### src/rtl/step_ctrl.sv
// Step controller for the Core: debounced single/burst stepping and free-run with a PC
// breakpoint that halts before the breakpoint instruction executes.
module step_ctrl #(
    parameter int unsigned DEBOUNCE_CYCLES = 1000000,
    parameter int unsigned DB_W            = 20,
    parameter int unsigned BURST_W         = 8
) (
    input  logic               clk,
    input  logic               aresetn,
    input  logic               step_btn,
    input  logic               run_en,
    input  logic [BURST_W-1:0] burst_n,
    input  logic               bp_en,
    input  logic [31:0]        bp_addr,
    input  logic [31:0]        pc,
    output logic               step,
    output logic               halted,
    output logic               bp_hit,
    output logic [1:0]         state
);

    typedef enum logic [1:0] {
        StIdle  = 2'd0,
        StBurst = 2'd1,
        StRun   = 2'd2,
        StBreak = 2'd3
    } state_e;

    logic               btn_meta_q;
    logic               btn_sync_q;
    logic               btn_db_q;
    logic               btn_db_prev_q;
    logic [DB_W-1:0]    db_cnt_q;
    logic               press;

    state_e             state_q, state_d;
    logic [BURST_W-1:0] remaining_q, remaining_d;
    logic               bp_hit_q, bp_hit_d;
    logic               bp_match;
    logic [BURST_W-1:0] burst_load;

    // Button path: two-flop synchronizer, then a level must hold for DEBOUNCE_CYCLES cycles.
    always_ff @(posedge clk or negedge aresetn) begin
        if (!aresetn) begin
            btn_meta_q    <= 1'b0;
            btn_sync_q    <= 1'b0;
            btn_db_q      <= 1'b0;
            btn_db_prev_q <= 1'b0;
            db_cnt_q      <= '0;
        end else begin
            btn_meta_q    <= step_btn;
            btn_sync_q    <= btn_meta_q;
            btn_db_prev_q <= btn_db_q;
            if (btn_sync_q == btn_db_q) begin
                db_cnt_q <= '0;
            end else if (db_cnt_q == DB_W'(DEBOUNCE_CYCLES - 1)) begin
                btn_db_q <= btn_sync_q;
                db_cnt_q <= '0;
            end else begin
                db_cnt_q <= db_cnt_q + DB_W'(1);
            end
        end
    end

    assign press      = btn_db_q && !btn_db_prev_q;
    assign bp_match   = bp_en && (pc == bp_addr);
    assign burst_load = (burst_n == '0) ? BURST_W'(1) : burst_n;

    always_ff @(posedge clk or negedge aresetn) begin
        if (!aresetn) begin
            state_q     <= StIdle;
            remaining_q <= '0;
            bp_hit_q    <= 1'b0;
        end else begin
            state_q     <= state_d;
            remaining_q <= remaining_d;
            bp_hit_q    <= bp_hit_d;
        end
    end

    always_comb begin
        state_d     = state_q;
        remaining_d = remaining_q;
        bp_hit_d    = bp_hit_q;
        unique case (state_q)
            StIdle: begin
                if (run_en) begin
                    state_d = StRun;
                end else if (press) begin
                    state_d     = StBurst;
                    remaining_d = burst_load;
                end
            end
            StBurst: begin
                remaining_d = remaining_q - BURST_W'(1);
                if (remaining_q == BURST_W'(1)) begin
                    state_d = StIdle;
                end
            end
            StRun: begin
                if (!run_en) begin
                    state_d = StIdle;
                end else if (bp_match) begin
                    state_d  = StBreak;
                    bp_hit_d = 1'b1;
                end
            end
            StBreak: begin
                // Dropping run_en wins over a simultaneous press.
                if (!run_en) begin
                    state_d  = StIdle;
                    bp_hit_d = 1'b0;
                end else if (press) begin
                    state_d     = StBurst;
                    bp_hit_d    = 1'b0;
                    remaining_d = burst_load;
                end
            end
            default: state_d = StIdle;
        endcase
    end

    // Step drops in the very cycle pc hits the breakpoint, so that instruction never runs.
    assign step   = (state_q == StBurst) || ((state_q == StRun) && !bp_match);
    assign halted = (state_q == StIdle) || (state_q == StBreak);
    assign bp_hit = bp_hit_q;
    assign state  = state_q;

endmodule
### config.mk
export PLATFORM = sky130hd
export DESIGN_NAME = step_ctrl
export DESIGN_NICKNAME = d
export VERILOG_FILES = /design/src/rtl/step_ctrl.sv
export SDC_FILE = /design/constraint.sdc
export NUM_CORES = 1
export LEC_CHECK = 0
export ABC_AREA = 1
export BUFFER_PORTS_ARGS = -buffer_cell sky130_fd_sc_hd__buf_2
export CORE_MARGIN = 10
export CORE_UTILIZATION = 50
export CTS_CLUSTER_SIZE = 24
export DETAILED_ROUTE_END_ITERATION = 10
export GPL_ROUTABILITY_DRIVEN = 0
export PLACE_DENSITY = 0.79
export SLEW_MARGIN = 20
export SYNTH_ARGS = -nofsm -noshare
export SYNTH_HDL_FRONTEND = slang
export SYNTH_SLANG_ARGS = --single-unit
### constraint.sdc
create_clock -name clk -period 2.3 [get_ports clk]
set_input_delay 0.23 -clock clk [delete_from_list [all_inputs] [get_ports clk]]
set_output_delay 0.23 -clock clk [all_outputs]
set_load 0.005 [all_outputs]
==> flow_metrics.env, run 1 <==
export IMPL_placed_cell_area_um2=3080
export IMPL_die_height_um=91.9
export IMPL_vias=2633
export IMPL_postCtsSetupBuffers=0
export IMPL_cts_max_path_buffers=2
export IMPL_fin_ws_ns=0.550
export IMPL_cp_max_fo=13
export IMPL_place_ws_ns=0.578
export IMPL_antenna_found_initial=0
export IMPL_postSynthAreaPerCell_um2=6.76
export IMPL_firstDrtPassIters=4
export IMPL_clkTransAtPathRegs_ns=0.07
export IMPL_end_kind="register"
export IMPL_yosysTopAreaCell="dfrtp_1"
export IMPL_synth_top_cell_area_share_pct=33.8
export IMPL_drive_gt1_share_pct=23.9
export IMPL_p_leak_nw=1.70
export IMPL_reg2reg_slack_ns=0.55
export IMPL_clock_skew_ns=0.00906
export IMPL_hp_class="in2async"
export IMPL_finalCritPeriodShare_pct=76.1
export IMPL_synth_flop_cell="dfrtp_1"
export IMPL_fmax_mhz=571
export IMPL_setup_worst_path_start="state[1]"
export IMPL_rows=26
export IMPL_first_global_vias=2556
export IMPL_cap_violations=0
export IMPL_r2r_start="state[1]"
export IMPL_r2r_cells=10
export IMPL_detail_route_wirelength_um=6360
export IMPL_antennaDiodeCount=0
export IMPL_cts_max_level=2
export IMPL_cts_resized=0
export IMPL_die_w_um=91.9
export IMPL_start_kind="register"
export IMPL_grt_max_degree=36
export IMPL_port_buffers=81
export IMPL_async_reset_ff_share_pct=100
export IMPL_critPathKind="reg2reg"
export IMPL_finalSetupTns_ns=0
export IMPL_synth_seq_area_share_pct=33.8
export IMPL_r2r_end="remaining_q[7]"
export IMPL_utilization_pct=62.4
export IMPL_maxSlewViolCount=0
export IMPL_synth_fp_nets=467
export IMPL_worstPathArrival_ns=1.95
export IMPL_final_nets=555
export IMPL_cts_inserted_buffers=5
export IMPL_yosysWarningCount=0
export IMPL_hold_viol=0
export IMPL_hold_buffers=0
export IMPL_initial_core_util_pct=51.0
export IMPL_ys_ff_latch=35
export IMPL_gr_usage_all_layers_pct=15.2
export IMPL_place_hpwl_um=5200
export IMPL_drt_antenna_violating_nets=0
export IMPL_peakVddDrop_mv=0.521
export IMPL_syn_instance_count=383
export IMPL_cts_tree="done"
export IMPL_synth_edf_count=0
export IMPL_tightest_slew_ns=0.741
export IMPL_clock_latency_ns=0.29
export IMPL_required_ns=2.50
export IMPL_fp_coreArea_um2=5070
export IMPL_cts_sinks=35
export IMPL_syn_area_um2=2590
export IMPL_final_setup_viol_count=0
export IMPL_grt_pass1_wl_um=11000
export IMPL_via_per_inst=4.86
export IMPL_synthToLayoutAreaGrowth_pct=22.3
export IMPL_grt_ovfl_total=0
export IMPL_fin_crit_ns=1.75
export IMPL_root_buffer="clkbuf_8"
export IMPL_status="completed"
export IMPL_synth_distinct_cells=39
export IMPL_drc=0
export IMPL_relSlewSlack_pct=50.6
export IMPL_yosys_top_cells_area="dfrtp_1 34%, nand2_1 14%, inv_1 9.9%"
export IMPL_die_area_um2=8450
export IMPL_wire_per_inst_um=11.7
export IMPL_stdcell_area_um2=3170
export IMPL_drtIter0Drc=142
export IMPL_grt_setup_unrepaired="no"
export IMPL_io_pins=82
export IMPL_power_density_nw_per_um2=606
-- synthesized netlist by cell type, types with 3 or more instances --
master   number
nor2_2        3
o21ai_0      26
nand4_1       3
dfrtp_1      35
nand2_1      97
xnor2_1       8
o22ai_1       3
nor2_1       48
nand3_1      17
nor3_1       14
inv_2         5
xor2_1       12
a21oi_1       4
ha_1          7
inv_1        68
o21ai_1       3
-- worst max-delay path, stage by stage, from the launching register on --
cell      delay (ns)
dfrtp_1         0.45
inv_1           0.09
ha_1            0.23
nand2_1         0.07
o21ai_0         0.10
a211oi_2        0.16
buf_4           0.21
inv_1           0.08
a21oi_1         0.12
o21ai_1         0.08
o21ai_0         0.08
-- registers in the layout, indices dropped and copies added (netlist names) --
register	count
bp_hit	1
btn_db_prev_q	1
btn_db_q	1
btn_meta_q	1
btn_sync_q	1
db_cnt_q	20
remaining_q	8
state	2
-- cell families after synthesis --
family	synth area share, %
multiplexers	0.435
flip-flops	33.8
AO/OA/AOI/OAI	10.3
adder cells (fa/ha/maj)	3.38
buffers and inverters	11.2
XOR/XNOR	6.77
AND/OR/NAND/NOR	34.1
-- report_power, final --
| part | switching, mW | total, mW | internal (mW) |
|---|---|---|---|
| logic | 0.395 | 0.679 | 0.284 |
| registers | 0.0904 | 0.804 | 0.714 |
| clock network | 0.221 | 0.433 | 0.213 |
| total | 0.707 | 1.92 | 1.21 |
-- per-stage QoR --
step | total power, mW | cells | hold WS [ns]
after floorplan | 1.23 | 383 | -0.0656
after global placement | 1.46 | 534 | 0.333
after detailed placement | 1.49 | 534 | 0.340
after CTS | 1.92 | 542 | 0.0366
after global routing | 2.07 | 542 | 0.0424
final | 1.92 | 542 | 0.00213
-- routing by layer --
layer / global-route usage, % / wire length [µm] / up-vias
li1: - / - / 1370
met1: 18.5 / 2850 / 1154
met2: 25.0 / 2830 / 101
met3: 4.73 / 613 / 8
met4: 4.50 / 75 / 0
met5: 0 / 0 / -
-- cell type report --
cell class / count / area, µm²
fill: 447 / 1910
clock buffer: 7 / 76.3
clock inverter: 1 / 5.00
timing repair buffer: 83 / 420
multi-input combinational: 272 / 1420
tap: 70 / 87.6
sequential: 35 / 876
inverter: 74 / 278
-- layout by cell type, fill, tap and decap left out, types with 2 or more instances in the layout --
cell type	n
nand2_1	97
buf_2	81
inv_1	68
nor2_1	48
dfrtp_1	35
o21ai_0	26
nand3_1	17
nor3_1	14
xor2_1	12
xnor2_1	8
ha_1	7
inv_2	5
clkbuf_8	5
a21oi_1	4
nor2_2	3
nand4_1	3
o22ai_1	3
o21ai_1	3
nand3_2	2
nand2_2	2
nor2_4	2
nor4_1	2
nor3_2	2
a31oi_1	2
o211ai_1	2
clkbuf_1	2
buf_4	2
-- worst max-delay path by stage --
stage	endpoint	depth (start not counted)
floorplan	remaining_q[6]	10
global placement	remaining_q[6]	10
detailed placement	remaining_q[7]	10
CTS	remaining_q[7]	10
global route	remaining_q[6]	10
finish	remaining_q[7]	10
(Power assumes the default switching activity.)
==> run 2: changes to the inputs <==
--- a/config.mk
+++ b/config.mk
@@ -5,14 +5,14 @@
 export SDC_FILE = /design/constraint.sdc
 export NUM_CORES = 1
 export LEC_CHECK = 0
-export ABC_AREA = 1
+export ABC_AREA = 0
 export BUFFER_PORTS_ARGS = -buffer_cell sky130_fd_sc_hd__buf_2
 export CORE_MARGIN = 10
-export CORE_UTILIZATION = 50
+export CORE_UTILIZATION = 45
 export CTS_CLUSTER_SIZE = 24
 export DETAILED_ROUTE_END_ITERATION = 10
 export GPL_ROUTABILITY_DRIVEN = 0
-export PLACE_DENSITY = 0.79
+export PLACE_DENSITY = 0.76
 export SLEW_MARGIN = 20
 export SYNTH_ARGS = -nofsm -noshare
 export SYNTH_HDL_FRONTEND = slang
==> constraint.sdc (replaced) <==
create_clock -name clk -period 1.56 [get_ports clk]
set_input_delay 0.156 -clock clk [delete_from_list [all_inputs] [get_ports clk]]
set_output_delay 0.156 -clock clk [all_outputs]
set_load 0.005 [all_outputs]
==> flow_metrics.env, run 2 <==
export IMPL_antennaDiodeCount=0
export IMPL_drc=0
export IMPL_stdcell_area_um2=3910
export IMPL_slowest_delay_ns=0.46
export IMPL_ys_ff_latch=35
export IMPL_die_area_um2=8400
export IMPL_violations="negative setup slack"
export IMPL_cts_max_path_buffers=2
export IMPL_top_register="db_cnt_q"
export IMPL_combPwrFrac_pct=51.2
export IMPL_end_kind="register"
export IMPL_maxSlewViolCount=0
export IMPL_required_ns=1.72
export IMPL_fp_coreArea_um2=5040
export IMPL_start_kind="register"
export IMPL_power_density_nw_per_um2=1090
export IMPL_p_int_mw=2.65
export IMPL_via_per_inst=5.56
export IMPL_yosysWarningCount=0
export IMPL_clkTransAtPathRegs_ns=0.08
export IMPL_async_reset_ff_share_pct=100
export IMPL_total_power_mw=4.26
export IMPL_gr_usage_all_layers_pct=16.7
export IMPL_peakVddDrop_mv=0.705
export IMPL_die_w_um=91.7
export IMPL_tightest_slew_ns=0.742
export IMPL_final_setup_viol_count=30
export IMPL_seqPwrFrac_pct=29.2
export IMPL_r2r_start="remaining_q[1]"
export IMPL_synth_top_cell_area_share_pct=37.9
export IMPL_postSynthAreaPerCell_um2=9.17
export IMPL_yosys_top_cells_area="dfrtp_1 38%, xnor2_1 16%, nor2_1 5.0%"
export IMPL_vias=2636
export IMPL_die_height_um=91.7
export IMPL_cts_max_level=2
export IMPL_rows=26
export IMPL_power_frac_clock_pct=19.6
export IMPL_grt_ovfl_total=0
export IMPL_r2r_end="state[1]"
export IMPL_cap_violations=0
export IMPL_relSlewSlack_pct=50.5
export IMPL_yosysTopAreaCell="dfrtp_1"
export IMPL_final_nets=487
export IMPL_cts_tree="done"
export IMPL_reg2reg_slack_ns=-0.36
export IMPL_synth_flop_cell="dfrtp_1"
export IMPL_place_hpwl_um=4900
export IMPL_io_pins=82
export IMPL_grt_pass1_wl_um=11800
export IMPL_finalSetupTns_ns=-5.88
export IMPL_first_global_vias=2549
export IMPL_worstPathArrival_ns=2.08
export IMPL_final_cell_mix="81 x buf_2, 53 x buf_4, 38 x xnor2_1, 30 x dfrtp_1, 13 x nand2_1"
export IMPL_drt_antenna_violating_nets=0
export IMPL_detail_route_wirelength_um=9010
export IMPL_r2r_cells=7
export IMPL_root_buffer="clkbuf_8"
export IMPL_grt_setup_unrepaired="yes"
export IMPL_critPathKind="reg2reg"
export IMPL_switching_share_pct=37.9
export IMPL_p_leak_nw=1.73
export IMPL_hp_class="in2reg"
export IMPL_clock_latency_ns=0.29
export IMPL_largest_reg_flops=20
export IMPL_firstDrtPassIters=4
export IMPL_placed_cell_area_um2=3090
export IMPL_fin_hold_ws_ns=0.159
export IMPL_setup_worst_path_start="remaining_q[1]"
export IMPL_dp_cells=438
export IMPL_wire_per_inst_um=19.0
export IMPL_synth_edf_count=0
export IMPL_initial_core_util_pct=45.8
export IMPL_grt_max_degree=34
export IMPL_cp_max_fo=4
export IMPL_port_buffers=81
export IMPL_syn_area_um2=2310
export IMPL_synthToLayoutAreaGrowth_pct=69.2
export IMPL_crit_path_end="state[1]"
export IMPL_synth_distinct_cells=41
export IMPL_status="complete, but fails checks"
export IMPL_finalCritPeriodShare_pct=123
export IMPL_antenna_found_initial=0
export IMPL_hold_viol=0
export IMPL_stdcell_count=474
export IMPL_syn_instance_count=252
export IMPL_synth_common_cells="41 x xnor2_1, 35 x dfrtp_1, 31 x nor2_1"
export IMPL_clock_skew_ns=0.00849
export IMPL_synth_fp_nets=336
export IMPL_p_sw_mw=1.61
export IMPL_cp_cell_sequence="inv_2 -> ha_4 -> or4b_4 -> o41ai_4 -> buf_4 -> nor2_1 -> nor4_1"
export IMPL_cts_sinks=35
export IMPL_drtIter0Drc=216
export IMPL_synth_seq_area_share_pct=37.9
export IMPL_fin_crit_ns=1.92
export IMPL_cts_inserted_buffers=5
export IMPL_synth_most_common_cell="xnor2_1"
export IMPL_fmax_mhz=520
export IMPL_hold_start="burst_n[7]"
export IMPL_drive_gt1_share_pct=56.2
export IMPL_final_common_cell="buf_2"
export IMPL_fin_ws_ns=-0.362
export IMPL_critPathSlowestCell="or4b_4"
==> run 2: per-stage QoR <==
stage,utilization (%),worst slack (ns)
6_report,77.5,-0.362
5_1_grt,77.5,-0.436
4_1_cts,69.0,-0.340
3_5_place_dp,61.3,-0.338
3_3_place_gp,61.3,-0.232
2_1_floorplan,-,-0.258
==> run 2: layout make-up <==
class	count	area (µm²)
Tap cell	70	87.6
Inverter	11	51.3
Fill cell	315	1130
Multi-Input combinational cell	201	1750
Sequential cell	35	882
Clock inverter	3	43.8
Timing Repair Buffer	149	1030
Clock buffer	5	68.8
==> run 2: worst max-delay path, delay by kind of cell (launching register included) <==
family | cells | cell delay, ns
and+or+nand+nor | 3 | 0.74
DFF | 1 | 0.40
buffers and inverters | 2 | 0.27
AOI/OAI and AO/OA | 1 | 0.26
adders and majority gates | 1 | 0.12
==> run 2: cells by family (layout without fill, tap and decap cells) <==
kind of cell               Yosys count  in the layout  share of synthesized area, %
xor gates and xnor gates            50             50                          18.9
buffers and inverters               16            168                          3.03
and+or+nand+nor                    103            103                          23.2
adders and majority gates            7              7                          3.79
muxes                                3              3                          1.35
AOI/OAI and AO/OA                   38             38                          11.8
DFF                                 35             35                          37.9
==> run 2: routing by layer <==
| metal | up-vias | wire [µm] | share of wire [%] | global-route usage [%] |
|---|---|---|---|---|
| met1 | 1252 | 3550 | 39 | 18.2 |
| li1 | 1198 | - | - | - |
| met4 | 0 | 266 | 3.0 | 6.79 |
| met5 | - | 0 | 0 | 0 |
| met2 | 159 | 4310 | 48 | 29.1 |
| met3 | 27 | 874 | 9.7 | 5.70 |
==> run 2: what timing repair did <==
item                                   CTS  global route
setup endpoints to repair               31            33
gates resized for setup                 23            88
setup buffers                           12            18
hold buffers                             2             0
endpoints found under the hold margin   33             0
gates cloned                             3             0
pin swaps                                7            31
==> run 2: how the worst min path moves through the flow <==
stage / slack (ns) / cells past startpoint / endpoint
floorplan: -0.14 / 0 / bp_hit
detailed placement: 0.25 / 1 / db_cnt_q[17]
global placement: 0.25 / 1 / db_cnt_q[17]
global route: 0.16 / 3 / remaining_q[5]
finish: 0.16 / 3 / remaining_q[7]
CTS: 0.16 / 3 / remaining_q[4]
==> run 2: power by group through the flow <==
stage          logic [mW]  registers (mW)  clock network (mW)
2_1_floorplan       0.806            1.22                   0
3_3_place_gp         1.48            1.20                   0
3_5_place_dp         1.52            1.22                   0
4_1_cts              1.62            1.21               0.833
5_1_grt              2.32            1.26               0.884
6_report             2.18            1.24               0.834
==> run 3: changes to the inputs <==
--- a/config.mk
+++ b/config.mk
@@ -6,13 +6,14 @@
 export NUM_CORES = 1
 export LEC_CHECK = 0
 export ABC_AREA = 0
-export BUFFER_PORTS_ARGS = -buffer_cell sky130_fd_sc_hd__buf_2
 export CORE_MARGIN = 10
-export CORE_UTILIZATION = 45
+export CORE_UTILIZATION = 50
 export CTS_CLUSTER_SIZE = 24
 export DETAILED_ROUTE_END_ITERATION = 10
+export DONT_BUFFER_PORTS = 1
 export GPL_ROUTABILITY_DRIVEN = 0
-export PLACE_DENSITY = 0.76
+export PLACE_DENSITY = 0.68
+export RECOVER_POWER = 100
 export SLEW_MARGIN = 20
 export SYNTH_ARGS = -nofsm -noshare
 export SYNTH_HDL_FRONTEND = slang
==> flow_metrics.env, run 3 (synthesis gave the netlist of run 2 again) <==
export IMPL_synthToLayoutAreaGrowth_pct=39.8
export IMPL_finalCritPeriodShare_pct=119
export IMPL_antenna_found_initial=0
export IMPL_power_frac_clock_pct=24.1
export IMPL_stdcell_area_um2=3230
export IMPL_switching_share_pct=34.1
export IMPL_grt_max_degree=36
export IMPL_final_setup_viol_count=32
export IMPL_fin_hold_ws_ns=0.0558
export IMPL_cts_max_path_buffers=2
export IMPL_clock_latency_ns=0.29
export IMPL_total_power_mw=3.58
export IMPL_root_buffer="clkbuf_8"
export IMPL_slowest_delay_ns=0.46
export IMPL_finalSetupTns_ns=-6.35
export IMPL_cp_cell_sequence="inv_2 -> ha_1 -> or4b_4 -> o41ai_4 -> buf_4 -> o221ai_1 -> nor3_1"
export IMPL_p_int_mw=2.36
export IMPL_initial_core_util_pct=52.4
export IMPL_final_nets=402
export IMPL_fin_crit_ns=1.85
export IMPL_firstDrtPassIters=4
export IMPL_drive_gt1_share_pct=35.7
export IMPL_cts_tree="done"
export IMPL_fmax_mhz=540
export IMPL_detail_route_wirelength_um=7090
export IMPL_top_register="db_cnt_q"
export IMPL_clkTransAtPathRegs_ns=0.07
export IMPL_die_area_um2=7740
export IMPL_cts_sinks=35
export IMPL_via_per_inst=6.08
export IMPL_die_height_um=88.0
export IMPL_gr_usage_all_layers_pct=17.1
export IMPL_cap_violations=0
export IMPL_maxSlewViolCount=0
export IMPL_status="complete, but fails checks"
export IMPL_cts_inserted_buffers=5
export IMPL_port_buffers=0
export IMPL_fp_coreArea_um2=4410
export IMPL_r2r_cells=7
export IMPL_holdPathStages=2
export IMPL_required_ns=1.77
export IMPL_tightest_slew_ns=0.879
export IMPL_rows=24
export IMPL_cts_max_level=2
export IMPL_grt_setup_unrepaired="yes"
export IMPL_relSlewSlack_pct=41.4
export IMPL_power_density_nw_per_um2=1110
export IMPL_r2r_end="state[0]"
export IMPL_wire_per_inst_um=19.1
export IMPL_critPathSlowestCell="or4b_4"
export IMPL_cp_max_fo=4
export IMPL_hold_viol=0
export IMPL_end_kind="register"
export IMPL_hold_start="burst_n[7]"
export IMPL_reg2reg_slack_ns=-0.29
export IMPL_vias=2254
export IMPL_p_sw_mw=1.22
export IMPL_setup_worst_path_start="remaining_q[1]"
export IMPL_whs_endpoint="remaining_q[7]"
export IMPL_peakVddDrop_mv=0.599
export IMPL_violations="negative setup slack"
export IMPL_seqPwrFrac_pct=33.2
export IMPL_clock_skew_ns=0.00204
export IMPL_largest_reg_flops=20
export IMPL_drc=0
export IMPL_p_leak_nw=1.38
export IMPL_r2r_start="remaining_q[1]"
export IMPL_fin_ws_ns=-0.292
export IMPL_start_kind="register"
export IMPL_hp_class="in2reg"
export IMPL_critPathKind="reg2reg"
export IMPL_final_common_cell="buf_4"
export IMPL_utilization_pct=73.2
export IMPL_drtIter0Drc=146
export IMPL_placed_cell_area_um2=2740
export IMPL_place_hpwl_um=4770
export IMPL_antennaDiodeCount=0
export IMPL_worstPathArrival_ns=2.06
export IMPL_drt_antenna_violating_nets=0
export IMPL_grt_ovfl_total=0
export IMPL_grt_pass1_wl_um=10700
export IMPL_die_w_um=88.0
export IMPL_combPwrFrac_pct=42.7
export IMPL_io_pins=82
export IMPL_final_cell_mix="55 x buf_4, 40 x xnor2_1, 34 x dfrtp_1, 16 x nand3_1, 14 x nand2_1"
export IMPL_first_global_vias=2368
[run 3: cell types whose count changed in the layout (fill, tap and decap cells not counted), sizes merged]
cell and change:
clkbuf +5, buf -89, clkinv -1
[run 3: critical path, delay by kind of cell (launching register included)]
family          cells  cell delay [ns]
flops               1             0.39
compound gates      2             0.37
fa+ha+maj           1             0.12
buf+inv             2             0.26
simple gates        2             0.62
[run 3: routing by layer]
metal / vias up / track usage, % / wire, µm
met5: - / 0 / 0
met4: 0 / 5.22 / 96
met3: 14 / 7.61 / 691
met2: 116 / 28.6 / 3610
met1: 1092 / 19.2 / 2690
li1: 1032 / - / -
[run 3: how the worst max path moves through the flow]
stage               endpoint  slack, ns
CTS                 state[0]      -0.31
floorplan           state[0]      -0.26
global route        state[0]      -0.42
finish              state[0]      -0.29
detailed placement  state[0]      -0.28
global placement    state[0]      -0.22
[run 3: final cells by class]
type | count | area [µm²]
multi-input cells | 201 | 1580
clock inverters | 2 | 35.0
repair buffers | 64 | 549
clock buffers | 6 | 82.6
flip-flops and latches | 35 | 877
well taps | 52 | 65.1
inverters | 11 | 41.3
fillers | 317 | 1180
[run 3: what timing repair did]
action / 4_1_cts / 5_1_grt
setup endpoints to repair: 32 / 32
hold buffers: 3 / 0
setup buffers: 5 / 5
pin swaps: 8 / 16
hold endpoints to repair: 36 / 0
gates cloned: 1 / 2
resized for setup: 11 / 43
[run 3: stage by stage]
step / setup WS, ns / std cells
floorplan: -0.258 / 252
global placement: -0.216 / 349
detailed placement: -0.282 / 349
CTS: -0.308 / 366
global route: -0.419 / 371
finish: -0.292 / 371
[run 3: power groups by stage]
stage	Clock, mW	Sequential [mW]	Combinational, mW
final	0.863	1.19	1.53
after detailed placement	0	1.20	1.42
after global placement	0	1.20	1.38
after CTS	0.859	1.19	1.48
after global routing	0.909	1.21	1.70
after floorplan	0	1.22	0.806
